**config.mk**
```make
export PLATFORM = sky130hd
export DESIGN_NAME = instr_fetch_unit
export DESIGN_NICKNAME = d
export VERILOG_FILES = /design/src/rtl/instr_fetch_unit.sv
export SDC_FILE = /design/constraint.sdc
export NUM_CORES = 1
export LEC_CHECK = 0
export ABC_AREA = 1
export CAP_MARGIN = 0
export CORE_UTILIZATION = 51
export CTS_CLUSTER_SIZE = 10
export DETAILED_ROUTE_END_ITERATION = 7
export PLACE_DENSITY = 0.78
export SLEW_MARGIN = 20
export SYNTH_ARGS = -nofsm -noshare
export SYNTH_HDL_FRONTEND = slang
export SYNTH_SLANG_ARGS = --single-unit
```
**constraint.sdc**
```tcl
create_clock -name clk -period 2.37 [get_ports clk]
set_input_delay 0.3555 -clock clk [delete_from_list [all_inputs] [get_ports clk]]
set_output_delay 0.3555 -clock clk [all_outputs]
set_load 0.01 [all_outputs]
```
**src/rtl/instr_fetch_unit.sv**
```systemverilog
// Instruction fetch unit: issues sequential reads to a 1-cycle synchronous memory and hands
// bytes to decode over valid/ready. Optional FETCH_WRAP_STOP_EN stops fetching after 0xFF.
module instr_fetch_unit #(
  parameter int                ADDR_W       = 8,
  parameter int                DATA_W       = 8,
  parameter logic [ADDR_W-1:0] RESET_VECTOR = '0
) (
  input  logic              clk,
  input  logic              rst,
  output logic [ADDR_W-1:0] mem_addr,
  input  logic [DATA_W-1:0] mem_rdata,
  output logic [DATA_W-1:0] instr,
  output logic [ADDR_W-1:0] instr_pc,
  output logic              instr_valid,
  input  logic              instr_ready,
  input  logic              jump_en,
  input  logic [ADDR_W-1:0] jump_addr,
  input  logic              halt,
  output logic              wrap_err
);

  typedef enum logic [1:0] {S_RUN, S_HALT, S_STOP} state_t;

  state_t            state, state_nxt;
  logic [ADDR_W-1:0] pc;
  logic              inflight;
  logic [ADDR_W-1:0] inflight_pc;
  logic              skid_valid;
  logic [DATA_W-1:0] skid_data;
  logic [ADDR_W-1:0] skid_pc;
  logic              consume;
  logic              issue;
  logic [1:0]        occ;
  logic [1:0]        occ_after;

  assign consume   = instr_valid & instr_ready;
  assign occ       = {1'b0, instr_valid} + {1'b0, skid_valid} + {1'b0, inflight};
  assign occ_after = occ - {1'b0, consume};

`ifdef FETCH_WRAP_STOP_EN
  logic wrap_hit;
  assign wrap_hit = issue & (mem_addr == '1);
`endif

  // State register.
  // NOTE: sequential state uses non-blocking assignments so every register samples pre-edge values.
  always_ff @(posedge clk) begin
    if (rst) state <= S_RUN;
    else     state <= state_nxt;
  end

  // Next-state logic.
  // NOTE: every always_comb output gets a default first, so no path can infer a latch.
  always_comb begin
    state_nxt = state;
    if (jump_en || state != S_STOP) state_nxt = halt ? S_HALT : S_RUN;
`ifdef FETCH_WRAP_STOP_EN
    if (wrap_hit) state_nxt = S_STOP;
`endif
  end

  // Output logic. Issue looks at the live halt level rather than the registered S_HALT,
  // so fetching resumes in the same cycle halt drops.
  always_comb begin
    mem_addr = jump_en ? jump_addr : pc;
    if (jump_en) issue = ~halt;
    else         issue = (state != S_STOP) && !halt && (occ_after < 2'd2);
  end

  // Datapath: PC, in-flight tracker, output register and one-entry skid buffer.
  // NOTE: the data/pc registers are reset too, since instr and instr_pc must read 0 after reset.
  always_ff @(posedge clk) begin
    if (rst) begin
      pc          <= RESET_VECTOR;
      inflight    <= 1'b0;
      inflight_pc <= '0;
      instr_valid <= 1'b0;
      instr       <= '0;
      instr_pc    <= '0;
      skid_valid  <= 1'b0;
      skid_data   <= '0;
      skid_pc     <= '0;
    end else if (jump_en) begin
      instr_valid <= 1'b0;
      skid_valid  <= 1'b0;
      inflight    <= issue;
      inflight_pc <= jump_addr;
      pc          <= issue ? jump_addr + 1'b1 : jump_addr;
    end else begin
      inflight <= issue;
      if (issue) begin
        pc          <= pc + 1'b1;
        inflight_pc <= pc;
      end
      if (!instr_valid || instr_ready) begin
        if (skid_valid) begin
          // Older skid byte goes out first; a returning byte refills the skid.
          instr       <= skid_data;
          instr_pc    <= skid_pc;
          instr_valid <= 1'b1;
          skid_valid  <= inflight;
          if (inflight) begin
            skid_data <= mem_rdata;
            skid_pc   <= inflight_pc;
          end
        end else begin
          instr_valid <= inflight;
          if (inflight) begin
            instr    <= mem_rdata;
            instr_pc <= inflight_pc;
          end
        end
      end else if (inflight) begin
        skid_valid <= 1'b1;
        skid_data  <= mem_rdata;
        skid_pc    <= inflight_pc;
      end
    end
  end

`ifdef FETCH_WRAP_STOP_EN
  always_ff @(posedge clk) begin
    if (rst)           wrap_err <= 1'b0;
    else if (wrap_hit) wrap_err <= 1'b1;
    else if (jump_en)  wrap_err <= 1'b0;
  end
`else
  assign wrap_err = 1'b0;
`endif

endmodule

```
==> Flow_metrics.wiki, run 1 <==
{| class="wikitable"
! Metric !! Value
|-
| Status || complete, no violations
|-
| GPL Wtd Cong || 0.841
|-
| Crit Reg-Reg Startpoint || inflight
|-
| Final slew viol count || 0
|-
| Number of buffers inserted during clock tree synthesis || 5
|-
| PD cells || 521 nW/um2
|-
| Total die area || between 5000 and 6000 um2
|-
| Average wire per cell in the routed design || 12.7 um
|-
| Syn_nets || 399
|-
| Clock sinks || 51
|-
| Post-synthesis cell count || 374
|-
| Vias after detailed routing || 2571
|-
| CORE AREA || between 4000 and 5000 um2
|-
| Max transition margin || 49.8%
|-
| Critical path cell sequence || clkdlybuf4s50_1 > buf_12 > inv_4 > o21bai_1 > clkdlybuf4s50_1
|-
| Share of cells above drive strength 1 || 10.9%
|-
| Start point of the worst min-delay path || skid_data[1]
|-
| Root cell of the clock tree || clkbuf_8
|-
| Cell at the slowest stage of the critical path || clkdlybuf4s50_1
|-
| Part of the total power dissipated in combinational logic || 17.8%
|-
| Die Height || 74.3 um
|-
| Num ports || 47
|-
| Row Count || 25
|-
| Count of maximum capacitance violations || 0
|-
| Switching power || between 400 and 500 uW
|-
| GRT Residual Overflow || 0
|-
| Final critical-path required period || 2.35 ns
|-
| Most frequent cells after synthesis || nand2_1 (72), a21oi_1 (51), dfxtp_1 (51), inv_1 (48), o21ai_0 (38)
|-
| Buffer count from post-CTS setup fixing || 0
|-
| Horizontal extent of the die || 74.3 um
|-
| Proportion of power drawn by flip-flops and latches || a little over half
|-
| Number of warnings reported in the yosys synthesis log || 0
|-
| Internal power component || 1260 uW
|-
| Final Routed Wirelength || 6230 um
|-
| Area share of the leading cell type in the synthesized netlist || a little under two fifths
|-
| Initial core utilization || about 55%
|-
| Diodes inserted || 0
|-
| IR Drop Worst-Case VDD || 0.418 mV
|-
| Maximum level of the CTS H-tree || 2
|-
| Cell with the most instances after synthesis || nand2_1
|-
| Summed instance area of the synthesized netlist || ~2700 um2
|-
| Initial antenna violation count || 0
|-
| Detailed-route vias per instance || 5.26
|-
| Initial detailed-routing violation count || 145
|-
| ANT nets after route || 0
|-
| Count of cell types in the netlist || 36
|-
| Per-instance average area after synthesis || between 7 and 8 um2
|-
| Number of design rule violations left after detail routing || 0
|-
| Pin count of the biggest net entering global routing || 33
|-
| Synth area leaders || dfxtp_1 (38%), nand2_1 (10%), a21oi_1 (9.6%), o21ai_0 (7.1%), inv_1 (6.8%)
|-
| Register-to-register path setup slack || about 0.30 ns
|-
| Crit Path Class || input port to primary output
|-
| Most frequently used flop master after synthesis || dfxtp_1
|-
| Max clock buf depth || 2
|-
| Highest achievable clock rate || about 0.43 GHz
|-
| Measured slew at the worst slew-check pin || 0.752 ns
|-
| Share of power burned in the clock network || 29.1%
|-
| Hold WS || approximately 0.44 ns
|-
| Global-route wire length before repair || 10200 um
|-
| Maximum net fanout on the critical path || 30
|-
| Worst EP arrival || a little under 2 ns
|-
| Number of enable-type register cells in the synthesized netlist || 0
|-
| Slowest Stage Delay on Critical Path || roughly 0.60 ns
|-
| Final period util || 99.1%
|-
| Half-perimeter wire length of the detailed placement result || between 4000 and 5000 um
|-
| Cell leakage power || 0.00129 uW
|-
| CP dominant cell by count || clkdlybuf4s50_1
|-
| Number of search-and-repair iterations in the first detailed-routing pass || 4
|-
| Proportion of register bits with asynchronous set or reset after synthesis || 0%
|-
| Fraction of the yosys area taken by sequential cells || 38.3%
|-
| Vias in the first global route || between 2k and 2.5k
|-
| Total negative slack || 0 ns
|-
| Kind of end point of the critical path || primary output
|-
| Final hold viol count || 0
|-
| Post-synth top area cell || dfxtp_1
|-
| Layout Nets || about 450
|-
| Area Overhead vs Synth || 23.9%
|-
| Count of state elements after synthesis || 51
|-
| Crit path launch || jump_en
|-
| Data required, critical path || 2.01 ns
|-
| Core utilization of the finished layout || 67.6%
|-
| Clk pin slew, worst setup/hold paths || 0.08 ns
|-
| Net switching fraction of the power || 26.6%
|-
| Setup repair after global routing missed its margin || false
|-
| TritonCTS clock tree || built
|-
| Port Buffers || 45
|-
| Global-route usage over all layers || 24.2%
|-
| Worst Clk Skew || 0.00539 ns
|-
| Clock latency on the worst-skew pair || 0.30 ns
|-
| Final-report setup violation count || 0
|-
| Startpoint types || input port
|-
| Hold WC Path Type || register to register
|}
[placed cells by master, fill, tap and decap left out, types with 4 or more instances in the layout]
cell type        instances
nand2_1                 72
dfxtp_1                 51
a21oi_1                 50
inv_1                   48
clkdlybuf4s50_1         45
o21ai_0                 37
nand3_1                 30
nor2_1                  16
buf_4                   15
mux2_2                   9
o21ai_1                  8
clkbuf_8                 6
ha_1                     4
[registers in the layout, summed over array words and instances, names as in the netlist]
register,cells
inflight,1
inflight_pc,8
instr,8
instr_pc,8
instr_valid,1
pc,8
skid_data,8
skid_pc,8
skid_valid,1
[cell families after synthesis]
logic type / after synthesis / synth area share (%)
simple gates: 130 / 22.1
compound gates: 105 / 20.8
buf+inv: 71 / 12.0
flops: 51 / 38.3
mux: 9 / 3.80
fa+ha+maj: 4 / 1.88
xor+xnor: 3 / 0.987
other cells: 1 / 0.141
[layout make-up]
| type | instances | area (um2) |
|---|---|---|
| clock buffers | 6 | 82.6 |
| clock inverters | 1 | 5.00 |
| fillers | 456 | 1580 |
| inverters | 51 | 199 |
| multi-input cells | 252 | 1330 |
| flip-flops and latches | 51 | 1020 |
| well taps | 67 | 83.8 |
| repair buffers | 61 | 583 |
[routing by layer]
layer,global-route usage [%],wire length [um],up-vias
met5,0,0,-
met3,4.47,299,10
met4,7.76,73,0
met1,31.1,2770,1181
li1,-,-,1320
met2,41.1,3090,60
[timing repair]
action / 4_1_cts / 5_1_grt
hold buffers: 0 / 0
endpoints found under the setup margin: 0 / 2
endpoints found under the hold margin: 0 / 0
resized for setup: 0 / 2
[power groups by stage]
stage	sequential (uW)	combinational (uW)	clock [uW]
2_1_floorplan	932	170	0
3_3_place_gp	932	299	0
3_5_place_dp	933	304	0
4_1_cts	913	306	509
5_1_grt	918	338	548
6_report	913	306	501
[path summary, 6_finish.rpt]
check                                    end  cells after the start
worst max-delay path             mem_addr[7]                      5
worst min-delay path            skid_data[1]                      2
worst max register to register         pc[7]                     14
worst min register to register  skid_data[1]                      2
[critical path, delay by kind of cell]
kind	cells	cell delay (ns)
buffers and inverters	4	1.37
AO/OA/AOI/OAI	1	0.26
[stage by stage]
step | total power [uW] | setup slack (ns) | instance area [um2] | std cells
after floorplan | 1100 | 0.416 | 2660 | 374
after global placement | 1230 | -0.0472 | 3210 | 482
after detailed placement | 1240 | -0.0864 | 3210 | 482
after CTS | 1730 | 0.000844 | 3300 | 489
after global routing | 1800 | 0.00126 | 3300 | 489
final | 1720 | 0.0202 | 3300 | 489
No activity file was read; power rests on OpenSTA's default activity.
==> run 2, diff against run 1 <==
Settings changed: CORE_MARGIN set to 4, PLACE_DENSITY 0.78 to 0.83.
==> Flow_metrics.wiki, run 2 (synthesis results as in run 1) <==
{| class="wikitable"
! Metric !! Value
|-
| Status || complete, no violations
|-
| Average wire per cell in the routed design || 12.9 um (+1.5%)
|-
| Final slew viol count || 0 (unchanged)
|-
| Initial antenna violation count || 0 (unchanged)
|-
| Area of all placed cells without fillers || 3320 um2 (+0.53%)
|-
| Core utilization of the finished layout || 65.4% (-2.3 points)
|-
| Cell leakage power || 0.00130 uW (+0.58%)
|-
| Global-route usage over all layers || 21.2% (-2.9 points)
|-
| Start point of the worst min-delay path || skid_data[1]
|-
| Measured slew at the worst slew-check pin || 0.713 ns (-0.0388 ns)
|-
| Highest achievable clock rate || 0.436 GHz (+2.5%)
|-
| Hold WS || 0.447 ns (+0.00322 ns)
|-
| Area Overhead vs Synth || 24.6%
|-
| PD cells || 528 nW/um2 (+1.3%)
|-
| Diodes inserted || 0 (unchanged)
|-
| Crit path launch || jump_en
|-
| Number of search-and-repair iterations in the first detailed-routing pass || 5 (+1)
|-
| Startpoint types || input port
|-
| CORE AREA || 5070 um2 (+4.0%)
|-
| Vias after detailed routing || 2609 (+1.5%)
|-
| Clock sinks || 51 (unchanged)
|-
| Crit Reg-Reg Startpoint || inflight
|-
| Final-report setup violation count || 0 (unchanged)
|-
| Half-perimeter wire length of the detailed placement result || 4710 um (+3.7%)
|-
| GRT Residual Overflow || 0 (unchanged)
|-
| Clock latency on the worst-skew pair || 0.31 ns (about the same)
|-
| Share of cells above drive strength 1 || 10.8% (-0.051 points)
|-
| Vias in the first global route || 2463 (+6.0%)
|-
| Kind of end point of the critical path || primary output
|-
| TritonCTS clock tree || built
|-
| Maximum net fanout on the critical path || 22 (-27%)
|-
| Initial core utilization || 52.5% (-2.1 points)
|-
| Final critical-path required period || 2.29 ns (-0.0583 ns)
|-
| Max clock buf depth || 2 (unchanged)
|-
| Detailed-route vias per instance || 5.28 (+0.45%)
|-
| Power consumption || 1750 uW (+1.8%)
|-
| Filler cells || 455 (-0.22%)
|-
| Leading cell types in the layout, fill and taps excluded || nand2_1 (72), a21oi_1 (51), dfxtp_1 (51)
|-
| Horizontal extent of the die || 80.3 um (+8.1%)
|-
| Port Buffers || 45 (unchanged)
|-
| Num ports || 47 (unchanged)
|-
| Setup repair after global routing missed its margin || false
|-
| GPL Wtd Cong || 0.883 (+5.0%)
|-
| Max transition margin || 52.4% (+2.6 points)
|-
| Worst EP arrival || 1.94 ns (-0.05 ns)
|-
| Instance area at placement || 3220 um2 (+0.35%)
|-
| Most frequent standard cell in the layout excluding fill and tap cells || nand2_1
|-
| Pin count of the biggest net entering global routing || 33 (unchanged)
|-
| Global-route wire length before repair || 10800 um (+5.3%)
|-
| Row Count || 26 (+4.0%)
|-
| Clk pin slew, worst setup/hold paths || 0.09 ns (about the same)
|-
| Final period util || 96.7% (-2.5 points)
|-
| Crit Path Class || input port to primary output
|-
| IR Drop Worst-Case VDD || 0.274 mV (-34%)
|-
| Register-to-register path setup slack || 0.29 ns (about the same)
|-
| Share of power burned in the clock network || 30.4% (+1.3 points)
|-
| Final Routed Wirelength || 6390 um (+2.5%)
|-
| Number of design rule violations left after detail routing || 0 (unchanged)
|-
| Total negative slack || 0 ns (unchanged)
|-
| ANT nets after route || 0 (unchanged)
|-
| Total die area || 6440 um2 (+17%)
|-
| Area used by multi-input combinational logic || 1320 um2 (-0.28%)
|-
| Internal power component || 1270 uW (+0.88%)
|-
| Switching power || 478 uW (+4.3%)
|-
| Number of buffers inserted during clock tree synthesis || 5 (unchanged)
|-
| Proportion of power drawn by flip-flops and latches || 52.2% (-0.9 points)
|-
| Initial detailed-routing violation count || 174 (+20%)
|-
| Hold WC Path Type || register to register
|-
| Worst Clk Skew || 0.0114 ns (+0.00601 ns)
|-
| Combined flip-flop and latch cell area || 1020 um2 (unchanged)
|-
| Part of the total power dissipated in combinational logic || 17.4% (-0.4 points)
|-
| Die Height || 80.3 um (+8.1%)
|-
| Count of maximum capacitance violations || 0 (unchanged)
|-
| Layout Nets || 448 (+0.22%)
|-
| Maximum level of the CTS H-tree || 2 (unchanged)
|-
| Data required, critical path || 2.01 ns (about the same)
|-
| Root cell of the clock tree || clkbuf_8
|-
| Final hold viol count || 0 (unchanged)
|-
| Net switching fraction of the power || 27.3% (+0.66 points)
|}
## run 2: through the flow
stage                     setup slack (ns)  std cells
after global routing                0.0120        494
final                               0.0785        494
after detailed placement            -0.114        486
after CTS                           0.0366        494
after floorplan                      0.416        374
after global placement            -0.00940        486
## run 2: area by class of cell
class,count,area share [%]
Clock buffer,7,2.60
Clock inverter,1,0.264
Inverter,51,6.07
Multi-Input combinational cell,252,39.9
Sequential cell,51,30.8
Tap cell,70,2.64
Timing Repair Buffer,62,17.8
## run 2: final timing paths
| kind | end | cells past startpoint |
|---|---|---|
| setup / recovery | mem_addr[7] | 5 |
| hold reg to reg | skid_data[1] | 2 |
| setup reg to reg | pc[7] | 13 |
| hold / removal | skid_data[1] | 2 |
## run 2: timing repair
action | 4_1_cts | 5_1_grt
hold buffers | 0 | 0
resized for setup | 0 | 2
setup buffers | 0 | 0
endpoints found under the setup margin | 0 | 2
## run 2: routing by layer
| layer | global-route usage (%) | vias to the layer above | routed length [um] | part of all wire (%) |
|---|---|---|---|---|
| li1 | - | 1325 | - | - |
| met1 | 26.2 | 1203 | 2910 | 46 |
| met2 | 35.8 | 66 | 3090 | 48 |
| met3 | 5.38 | 15 | 272 | 4.3 |
| met4 | 7.26 | 0 | 110 | 1.7 |
| met5 | 0 | - | 0 | 0 |
## run 2: power by group through the flow
stage / clock (uW) / sequential, uW / combinational [uW]
after floorplan: 0 / 932 / 170
after global placement: 0 / 933 / 299
after detailed placement: 0 / 934 / 304
after CTS: 540 / 914 / 306
after global routing: 582 / 920 / 340
final: 532 / 915 / 305
## run 2: worst max-delay path, cell delays in order
cell             delay, ns
clkdlybuf4s50_1       0.51
buf_12                0.17
inv_4                 0.06
o21bai_1              0.24
clkdlybuf4s50_1       0.59
==> run 3, diff against run 2 <==
Settings changed: SETUP_SLACK_MARGIN set to 0.05.
==> Flow_metrics.wiki, run 3 (synthesis results as in run 1) <==
{| class="wikitable"
! Metric !! Value
|-
| Status || complete, no violations
|-
| Maximum net fanout on the critical path || 22 (unchanged)
|-
| Vias after detailed routing || 2612 (+0.11%)
|-
| Share of cells above drive strength 1 || 11.1% (+0.21 points)
|-
| CP delay by family, top || buffers and inverters
|-
| Worst Clk Skew || 0.0130 ns (+0.00161 ns)
|-
| Terminus of the critical flop-to-flop path || pc[6]
|-
| Diodes inserted || 0 (unchanged)
|-
| Clock latency on the worst-skew pair || 0.31 ns (about the same)
|-
| PD cells || 528 nW/um2 (about the same)
|-
| Initial detailed-routing violation count || 143 (-18%)
|-
| Final critical-path required period || 2.25 ns (-0.0383 ns)
|-
| Kind of end point of the critical path || primary output
|-
| CP dominant cell by count || clkdlybuf4s50_1
|-
| IR Drop Worst-Case VDD || 0.276 mV (+0.66%)
|-
| Area used by multi-input combinational logic || 1330 um2 (+0.66%)
|-
| Critical path cell sequence || clkdlybuf4s50_1 > buf_12 > nor2_1 > a21oi_1 > clkdlybuf4s50_1
|-
| Part of the total power dissipated in combinational logic || 17.5% (about the same)
|-
| Root cell of the clock tree || clkbuf_8
|-
| Port Buffers || 45 (unchanged)
|-
| Max transition margin || 53.4% (+0.95 points)
|-
| Placed cell count || 486 (unchanged)
|-
| Max clock buf depth || 2 (unchanged)
|-
| Switching power || 487 uW (+2.0%)
|-
| GRT Residual Overflow || 0 (unchanged)
|-
| Number of search-and-repair iterations in the first detailed-routing pass || 4 (-1)
|-
| ANT nets after route || 0 (unchanged)
|-
| Hold WC Path Type || register to register
|-
| Startpoint types || input port
|-
| Final slew viol count || 0 (unchanged)
|-
| Number of cells on the critical path || 5 (unchanged)
|-
| Final-report setup violation count || 0 (unchanged)
|-
| Clk pin slew, worst setup/hold paths || 0.10 ns (about the same)
|-
| Hold buffer count at CTS || 0 (unchanged)
|-
| Register-to-register path setup slack || 0.24 ns (-0.05 ns)
|-
| Layout Nets || 449 (+0.22%)
|-
| Cell at the slowest stage of the critical path || clkdlybuf4s50_1
|-
| Setup repair after global routing missed its margin || false
|-
| Crit path launch || jump_en
|-
| Detailed-route vias per instance || 5.28 (about the same)
|-
| Worst EP arrival || 1.90 ns (-0.04 ns)
|-
| WP buf/inv || 3 (-1)
|-
| Row Count || 26 (unchanged)
|-
| Proportion of power drawn by flip-flops and latches || 52.0% (-0.2 points)
|-
| Maximum level of the CTS H-tree || 2 (unchanged)
|-
| Initial antenna violation count || 0 (unchanged)
|-
| Half-perimeter wire length of the detailed placement result || 4710 um (unchanged)
|-
| Die Height || 80.3 um (unchanged)
|-
| Average wire per cell in the routed design || 13.2 um (+2.0%)
|-
| Clock sinks || 51 (unchanged)
|-
| CORE AREA || 5070 um2 (unchanged)
|-
| Filler cells || 456 (+0.22%)
|-
| Horizontal extent of the die || 80.3 um (unchanged)
|-
| Data required, critical path || 2.01 ns (about the same)
|-
| Combined flip-flop and latch cell area || 1020 um2 (unchanged)
|-
| Crit Path Class || input port to primary output
|-
| Number of design rule violations left after detail routing || 0 (unchanged)
|-
| Global-route usage over all layers || 21.2% (unchanged)
|-
| Depth of the most critical reg-to-reg path || 13 (unchanged)
|-
| Total die area || 6440 um2 (unchanged)
|-
| Most frequent standard cell in the layout excluding fill and tap cells || nand2_1
|-
| Global-route wire length before repair || 10800 um (unchanged)
|-
| Share of power burned in the clock network || 30.5% (about the same)
|-
| Number of standard cells in the final layout excluding fillers || 495 (+0.20%)
|-
| Final Routed Wirelength || 6530 um (+2.3%)
|-
| Initial core utilization || 52.5% (unchanged)
|-
| Termination of the worst setup path || mem_addr[0]
|-
| Final period util || 95.1% (-1.6 points)
|-
| Crit Reg-Reg Startpoint || inflight
|-
| Count of maximum capacitance violations || 0 (unchanged)
|-
| Measured slew at the worst slew-check pin || 0.699 ns (-0.0143 ns)
|-
| Power consumption || 1760 uW (+0.56%)
|-
| Number of buffers inserted during clock tree synthesis || 5 (unchanged)
|-
| GPL Wtd Cong || 0.883 (unchanged)
|-
| Net switching fraction of the power || 27.7% (+0.39 points)
|-
| Vias in the first global route || 2463 (unchanged)
|-
| Slowest Stage Delay on Critical Path || 0.58 ns (about the same)
|-
| TritonCTS clock tree || built
|-
| Area Overhead vs Synth || 25.3%
|-
| Highest achievable clock rate || 0.444 GHz (+1.7%)
|-
| Leading cell types in the layout, fill and taps excluded || nand2_1 (72), a21oi_1 (51), dfxtp_1 (51)
|-
| Num ports || 47 (unchanged)
|-
| Internal power component || 1270 uW (about the same)
|-
| Cell leakage power || 0.00131 uW (+0.64%)
|-
| Pin count of the biggest net entering global routing || 33 (unchanged)
|-
| Final hold viol count || 0 (unchanged)
|}
## run 3: area by class of cell
cell class                 count  share of cell area [%]
timing repair buffer          63                    17.8
clock inverter                 1                   0.262
sequential                    51                    30.6
tap                           70                    2.62
multi-input combinational    252                    39.9
clock buffer                   7                    2.59
inverter                      51                    6.19
## run 3: power by group through the flow
stage          clock (uW)  combinational (uW)  sequential [uW]
6_report              538                 308              915
5_1_grt               582                 342              921
4_1_cts               540                 304              914
3_5_place_dp            0                 304              934
3_3_place_gp            0                 299              933
2_1_floorplan           0                 170              932
## run 3: routing by layer
metal	wire [um]	part of all wire, %	global-route usage [%]	up-vias
li1	-	-	-	1325
met1	2870	44	26.2	1202
met4	108	1.7	7.26	0
met2	3210	49	35.8	72
met5	0	0	0	-
met3	335	5.1	5.38	13
## run 3: worst min-delay path by stage
| stage | end | slack (ns) | from | depth (start not counted) |
|---|---|---|---|---|
| after global placement | skid_data[1] | 0.43 | skid_data[1] | 2 |
| final | skid_data[1] | 0.45 | skid_data[1] | 2 |
| after detailed placement | skid_data[0] | 0.44 | skid_data[0] | 2 |
| after CTS | skid_data[1] | 0.45 | skid_data[1] | 2 |
| after floorplan | skid_data[5] | 0.42 | skid_data[5] | 2 |
| after global routing | skid_pc[3] | 0.47 | skid_pc[3] | 2 |
## run 3: worst register-to-register path: cells and delay by family (launching register included)
kind | cells | cell delay, ns
buffers and inverters | 3 | 0.26
flip-flops | 1 | 0.45
adder cells (fa/ha/maj) | 2 | 0.54
AND/OR/NAND/NOR | 7 | 0.66
AO/OA/AOI/OAI | 1 | 0.12
## run 3: per-stage QoR
step	util [%]	setup TNS, ns	hold slack [ns]	setup slack, ns	area (um2)
after floorplan	-	0	0.420	0.416	2660
after global placement	63.5	-0.0170	0.429	-0.00940	3220
after detailed placement	63.5	-1.27	0.437	-0.114	3220
after CTS	65.3	0	0.451	0.119	3310
after global routing	65.8	0	0.467	0.0474	3340
final	65.8	0	0.448	0.117	3340
## run 3: what timing repair did
item	CTS	global route
pin swaps	0	1
gates resized for setup	2	4
setup endpoints to repair	2	6
buffers inserted	0	1
